`src/rtl/ram_fifo_ctrl.sv`:
```
// ram_fifo_ctrl
// Single-clock FIFO controller in front of a dual-port RAM with registered
// read data. Port A of the RAM takes the writes and port B the reads. A
// 2-entry output buffer (obuf) absorbs the 1-cycle read latency, so both
// sides can move one word per cycle.
//
// Ports
//   clk, rst_n           clock and synchronous active-low reset
//   s_valid/s_ready/s_data   upstream stream
//   m_valid/m_ready/m_data   downstream stream (valid and data come from flops)
//   count                total words held (RAM + in-flight read + obuf)
//   ram_wr/ram_waddr/ram_wdata   RAM port A write side
//   ram_raddr/ram_rdata  RAM port B read side (data valid 1 cycle after address)
module ram_fifo_ctrl #(
  parameter int DW    = 8,
  parameter int WORDS = 256,
  localparam int AW   = $clog2(WORDS),
  localparam int CW   = $clog2(WORDS + 3)
) (
  input  logic          clk,
  input  logic          rst_n,
  input  logic          s_valid,
  output logic          s_ready,
  input  logic [DW-1:0] s_data,
  output logic          m_valid,
  input  logic          m_ready,
  output logic [DW-1:0] m_data,
  output logic [CW-1:0] count,
  output logic          ram_wr,
  output logic [AW-1:0] ram_waddr,
  output logic [DW-1:0] ram_wdata,
  output logic [AW-1:0] ram_raddr,
  input  logic [DW-1:0] ram_rdata
);

  localparam logic [AW:0] RAM_FULL = (AW+1)'(WORDS);

  logic [AW-1:0] wptr_q, rptr_q;
  logic [AW:0]   ram_cnt_q;
  logic          inflight_q;
  logic [DW-1:0] obuf_q [2];
  logic          obuf_hd_q, obuf_tl_q;
  logic [1:0]    obuf_cnt_q;
  logic [CW-1:0] count_q;

  logic          push, pop, issue;
  logic [1:0]    obuf_cnt_d;
  logic [AW:0]   ram_cnt_d;
  logic [CW-1:0] count_d;

  // s_ready looks only at the RAM occupancy, never at m_ready.
  assign s_ready = rst_n && (ram_cnt_q != RAM_FULL);
  assign push    = s_valid && s_ready;
  assign m_valid = (obuf_cnt_q != 2'd0);
  assign m_data  = obuf_q[obuf_hd_q];
  assign pop     = m_valid && m_ready;

  // Next obuf occupancy: the in-flight word always lands at this edge.
  // A new read may only be issued if it will still have a free slot
  // when its data returns next cycle.
  assign obuf_cnt_d = obuf_cnt_q + {1'b0, inflight_q} - {1'b0, pop};
  assign issue      = (ram_cnt_q != '0) && (obuf_cnt_d < 2'd2);

  assign ram_cnt_d = ram_cnt_q + (AW+1)'(push) - (AW+1)'(issue);
  assign count_d   = count_q + CW'(push) - CW'(pop);

  assign ram_wr    = push;
  assign ram_waddr = wptr_q;
  assign ram_wdata = s_data;
  assign ram_raddr = rptr_q;
  assign count     = count_q;

  always_ff @(posedge clk) begin
    if (!rst_n) begin
      wptr_q     <= '0;
      rptr_q     <= '0;
      ram_cnt_q  <= '0;
      inflight_q <= 1'b0;
      obuf_q[0]  <= '0;
      obuf_q[1]  <= '0;
      obuf_hd_q  <= 1'b0;
      obuf_tl_q  <= 1'b0;
      obuf_cnt_q <= 2'd0;
      count_q    <= '0;
    end else begin
      if (push)  wptr_q <= wptr_q + 1'b1;
      if (issue) rptr_q <= rptr_q + 1'b1;
      // Clearing inflight on reset drops a pending read; its data is ignored.
      inflight_q <= issue;
      if (inflight_q) begin
        obuf_q[obuf_tl_q] <= ram_rdata;
        obuf_tl_q         <= ~obuf_tl_q;
      end
      if (pop) obuf_hd_q <= ~obuf_hd_q;
      obuf_cnt_q <= obuf_cnt_d;
      ram_cnt_q  <= ram_cnt_d;
      count_q    <= count_d;
    end
  end

endmodule

```
`config.mk`:
```
export PLATFORM = sky130hd
export DESIGN_NAME = ram_fifo_ctrl
export DESIGN_NICKNAME = d
export VERILOG_FILES = /design/src/rtl/ram_fifo_ctrl.sv
export SDC_FILE = /design/constraint.sdc
export NUM_CORES = 1
export LEC_CHECK = 0
export CAP_MARGIN = 20
export CORE_UTILIZATION = 51
export CTS_BUF_LIST = sky130_fd_sc_hd__clkbuf_8
export CTS_CLUSTER_SIZE = 12
export DETAILED_ROUTE_END_ITERATION = 10
export GPL_ROUTABILITY_DRIVEN = 0
export PLACE_DENSITY = 0.79
export SLEW_MARGIN = 20
export SYNTH_ARGS = -nofsm -noshare
export SYNTH_HDL_FRONTEND = slang
export SYNTH_SLANG_ARGS = --single-unit
```
`constraint.sdc`:
```
create_clock -name clk -period 5.4 [get_ports clk]
set_clock_uncertainty 0.15 [all_clocks]
set_input_delay 1.08 -clock clk [delete_from_list [all_inputs] [get_ports clk]]
set_output_delay 1.08 -clock clk [all_outputs]
set_load 0.005 [all_outputs]
```
==> reports/summary.txt <==
Status -> complete, no violations
CP Data Required Time -> 5.46 ns
DP Wirelength -> 4556 um
Post-route setup TNS -> 0 ns
Design area -> 0.003725 mm^2
Async set-reset flop share out of synthesis -> 0%
Fin. Hold Viols -> 0
Largest net degree at the start of global routing -> 36
Synthesis-stage register bit count -> 56
Synth Warn # -> 0
Postcts setup bufs -> 0
Buffers on Ports -> 47
Reg2reg end -> ram_cnt_q[8]
Register area -> 0.001281 mm^2
Initial antenna violation count -> 0
Placed Area -> 0.003631 mm^2
Worst setup SP type -> primary input
RSZ-0062 raised after global routing -> no
Max-Cap Viols -> 0
Syn Area/Cell -> 9.579 um^2
Die area -> 0.006478 mm^2
Met1 WL -> 2933 um
Critical path class -> in -> reg
R2R setup slack -> 1.47 ns
Critical path's slowest cell -> fa_1
GRT Resource Usage Total -> 20.35%
Top FF cell, synth -> dfxtp_1
Register area share after synthesis -> 40.78%
Pwr/cell area -> 545.0 mW/mm^2
Core Box Area -> 0.005921 mm^2
CTS buffer count -> 5
Final design utilization -> 62.91%
Placed insts -> 436
Slew Limit Fails -> 0
P&R area growth vs syn -> 18.56%
Nets -> 415
Cell area after synthesis -> 0.003142 mm^2
Met2 WL -> 2922 um
Post-Layout Cell Count -> 444
Final period util -> 82.38%
CP max FO -> 5
Clk_lat worst skew -> 0.32 ns
Reg2reg start -> obuf_cnt_q[1]
Via density -> 5.466
Multi-input gate area -> 0.001647 mm^2
WP data arrival -> 4.51 ns
Syn nets -> 375
Initial core utilization -> 53.06%
CTS Hold Bufs -> 0
CP Launch Point -> m_ready
Hold slack -> 0.3380 ns
Worst slew pin tran -> 0.7837 ns
Leakage -> 1.519 nW
Hold Path End -> ram_waddr[7]
Hold Path Origin -> ram_waddr[7]
FILL cells -> 493
Drt pass-1 iters -> 4
Share of cells above drive strength 1 -> 6.233%
Residual DRC -> 0
Drt wl/cell -> 13.99 um
CTS max path bufs -> 2
Max frequency -> 0.2248 GHz
DIE WIDTH -> 80.49 um
Number of global-route vias before repair -> 2,277
Max rail drop VDD -> 321.7 uV
Clock tree sinks -> 56
Top routing layer in use -> met4
Worst r2r path cells -> 16
Die height -> 80.49 um
Final setup fails -> 0
Initial drt markers -> 97
# rows -> 28
Crit-path cells -> clkdlybuf4s50_1, and2_1, ha_1, inv_1, ha_1, xor3_2, a21o_1, inv_1, ha_1, inv_1, ha_1, fa_1, a211o_1, a31oi_1, o31ai_1, mux2_2
Most frequent CP cell -> ha_1
Remaining Overflow, GRT -> 0
Crit-path max cell delay -> 0.43 ns
Post-layout min period -> 4.449 ns
PostCTS Resize Cnt -> 0
Post-Synthesis Cells -> 328
Post-Route WL -> 6210 um
Hold Crit Depth -> 2
Max transition margin -> 47.41%
Met3 WL -> 267 um
Distinct cells, synth -> 51
CTS tree -> done
Wire length of the first global-routing pass -> 10,280 um
Ant diodes -> 0
H-tree Lvls -> 2
I/O Pins -> 64
Clock slew at reported path FFs -> 0.09 ns
HP Class -> reg -> reg
Critical Path End Type -> flip-flop
EDFF count, synth -> 16
DRT antenna net count -> 0
Clk root buf -> clkbuf_8
DR vias -> 2,427
## how the worst max path moves through the flow
stage	endpoint	depth (start not counted)
2_1_floorplan	ram_cnt_q[8]	15
3_3_place_gp	ram_cnt_q[8]	16
3_5_place_dp	ram_cnt_q[6]	16
4_1_cts	ram_cnt_q[6]	16
5_1_grt	ram_cnt_q[8]	16
6_report	ram_cnt_q[8]	16
## report_power, final
part / leakage, nW / internal (mW) / total (mW) / switching, mW
registers: 0.498 / 0.559 / 0.648 / 0.0889
clock network: 0.0486 / 0.103 / 0.240 / 0.137
logic: 0.972 / 0.578 / 1.14 / 0.565
## sequential cells by signal, summed over array words and instances (netlist names), named ones only
register and flops:
count 9, inflight_q 1, obuf_cnt_q 2, obuf_hd_q 1, obuf_q 16, obuf_tl_q 1, ram_cnt_q 9, ram_raddr 8
ram_waddr 8
## layer usage
metal	global-route usage, %	up-vias
met4	6.250	0
met3	4.545	10
met1	26.09	1140
li1	-	1231
met5	0	-
met2	33.81	46
## Yosys cell counts (all sizes together) (5+ instances only)
master / instances / share of area [%]
a211oi: 5 / 1.2
a21oi: 9 / 1.4
a31oi: 5 / 1.0
and2: 23 / 4.6
buf: 10 / 2.2
clkbuf: 6 / 0.72
dfxtp: 40 / 25
edfxtp: 16 / 15
ha: 25 / 10
inv: 32 / 3.8
mux2: 9 / 3.2
mux2i: 8 / 2.5
nand2: 13 / 1.6
nand2b: 9 / 1.8
nand3: 11 / 1.8
nor2: 24 / 2.9
nor3: 5 / 0.80
o21ai: 6 / 0.96
or4: 5 / 1.2
xnor2: 8 / 2.2
## through the flow
step	power (mW)	setup slack, ns
after global routing	2.215	0.7908
after detailed placement	1.800	0.6183
after global placement	1.757	0.7498
after CTS	2.043	0.9435
final	2.030	0.9514
after floorplan	1.470	1.264
## area by class of cell
| class | instances | area share, % |
|---|---|---|
| Tap cell | 75 | 2.519 |
| Clock inverter | 2 | 0.3023 |
| Inverter | 33 | 3.326 |
| Multi-Input combinational cell | 223 | 44.21 |
| Clock buffer | 6 | 2.217 |
| Timing Repair Buffer | 49 | 13.03 |
| Sequential cell | 56 | 34.40 |
## cells in the final DEF, fill, tap and decap left out, types with 5 or more instances in the layout
cell type	synthesis	final
clkdlybuf4s50_1	0	47
dfxtp_1	40	40
inv_1	32	33
ha_1	25	25
nor2_1	24	24
and2_1	22	22
edfxtp_1	16	16
nand2_1	13	13
nand3_1	11	11
nand2b_1	9	9
mux2_2	9	9
a21oi_1	9	9
xnor2_1	8	8
mux2i_1	8	8
clkbuf_8	0	6
a31oi_1	5	5
a211oi_1	5	5
nor3_1	5	5
or4_1	5	5
## cell families after synthesis
logic type / synth area share (%)
simple gates: 19.99
flops: 40.78
compound gates: 11.27
buf+inv: 6.810
fa+ha+maj: 11.23
mux: 5.775
xor+xnor: 4.142
## critical path: cells and delay by family
| family | cells | cell delay (ns) |
|---|---|---|
| muxes | 1 | 0.27 |
| buffers and inverters | 4 | 0.59 |
| adders and majority gates | 5 | 1.40 |
| AOI/OAI and AO/OA | 4 | 0.76 |
| and+or+nand+nor | 1 | 0.18 |
| xor gates and xnor gates | 1 | 0.24 |
No activity file was read; power rests on OpenSTA's default activity.
==> variant (same flow settings) <==
The parameter `WORDS` goes from 256 to 128.
--- a/src/rtl/ram_fifo_ctrl.sv
+++ b/src/rtl/ram_fifo_ctrl.sv
@@ -15,3 +15,3 @@
   parameter int DW    = 8,
-  parameter int WORDS = 256,
+  parameter int WORDS = 128,
   localparam int AW   = $clog2(WORDS),
Interface: changed (resized count, ram_raddr and ram_waddr); port bits go from 64 to 61. The function was not compared with the original's and may differ.
==> variant against the original RTL <==
- via count fell by 13%
- maximum frequency fell by 0.96%
- setup slack got worse by 43 ps
- total power fell by 11%
- synthesized cell count fell by 10%
- critical path depth did not move
- routed wire length fell by 16%
- largest power group unchanged
- global-route usage fell by 1.9 points
- design area fell by 7.1%
- area after synthesis fell by 6.5%
- sequential cell count fell by 4
==> variant: results (changes against the original RTL) <==
- Outcome: completed (unchanged).
* Endpoint arrival time on the critical path: 4540 ps (was 4510 ps)
- The share of final-layout standard cells stronger than drive strength 1 was 0.0843 (was 0.0623).
* Wire length of the first global-routing pass: 8870 um (was 10300 um)
- The count of non-filler cells in the finished layout came to 404 (was 444).
* Detailed-routed wire length on met2: 2670 um (was 2920 um)
* Post-synthesis share of cell area spent on full adders, half adders and majority gates: 0.116 (was 0.112)
* Total Routing Usage GR: 0.185 (was 0.203)
- Port-buffer cells: 44 (was 47)
* Met1 layer usage reported by global route: 0.226 (was 0.261)
- The highest cell delay on the worst timing path is 460 ps (was 430 ps).
- The leakage component of the power is 1.50 nW (was 1.52 nW).
- The mux share of post-synthesis cell area is 0.0613 (was 0.0577).
* Post-synthesis average cell area: 9.96 sq um (was 9.58 sq um)
- The share of the yosys chip area belonging to registers was 0.409 (was 0.408).
- Pre-CTS setup slack: 602 ps (was 618 ps)
- Synth cell types: 50 (was 51)
- Synth area leaders: sky130_fd_sc_hd__dfxtp_1, sky130_fd_sc_hd__edfxtp_1, sky130_fd_sc_hd__ha_1 (unchanged).
- The wire length the detailed router placed on met1 was 2270 um (was 2930 um).
- The max-slew headroom at the worst pin came to 0.527 (was 0.474).
- The peak supply drop was 0.325 mV (was 0.322 mV).
* Worst-path fanout max: 10 (was 5)
- The met3 layer usage reported by global route came to 0.0412 (was 0.0455).
- Met3 wire length: 230 um (was 267 um)
* Pin count of the biggest net entering global routing: 34 (was 36)
* Later-pin clock latency in the skew report: 300 ps (was 320 ps)
==> variant: changes by cell type after synthesis, sizes merged, moves of 4 or more <==
cell | unedited run | this run
nor2 | 24 | 5
and2 | 23 | 34
nand2 | 13 | 21
nand3 | 11 | 4
xnor2 | 8 | 1
xor2 | 4 | 10
inv | 32 | 27
nor2b | 2 | 7
or4 | 5 | 0
dfxtp | 40 | 36
o311ai | 0 | 4
==> variant: final cells by class <==
class / instances / area (sq um) / share of cell area
multi-input cells: 199 / 1530 / 0.441
flip-flops and latches: 52 / 1200 / 0.347
repair buffers: 46 / 455 / 0.132
inverters: 27 / 101 / 0.0293
well taps: 72 / 90.1 / 0.0260
clock buffers: 5 / 68.8 / 0.0199
clock inverters: 3 / 17.5 / 0.00506
==> variant: power groups by stage <==
stage	clock [W]	sequential (W)	combinational (W)
after global routing	0.000240	0.000609	0.00112
after CTS	0.000225	0.000597	0.00100
after detailed placement	0	0.000605	0.000990
after floorplan	0	0.000585	0.000721
final	0.000218	0.000594	0.000997
after global placement	0	0.000601	0.000951
==> variant: worst max-delay path, delay by kind of cell <==
kind / cells / cell delay [ps]
compound gates: 2 / 400
xor+xnor: 1 / 280
fa+ha+maj: 5 / 1230
buf+inv: 4 / 630
simple gates: 4 / 920
==> variant: logic make-up (layout without fill, tap and decap cells) <==
logic type      after synthesis  after routing
xor+xnor                     12             12
buf+inv                      44             81
simple gates                104            104
flops                        52             52
compound gates               40             40
fa+ha+maj                    26             26
mux                          17             17
==> variant: path summary, 6_finish.rpt <==
| check | start | to | slack, ps |
|---|---|---|---|
| max | m_ready | ram_cnt_q[6] | 910 |
| min | ram_raddr[6] | ram_raddr[6] | 330 |
| max reg2reg | obuf_cnt_q[0] | ram_cnt_q[6] | 1490 |
| min reg2reg | ram_raddr[6] | ram_raddr[6] | 330 |
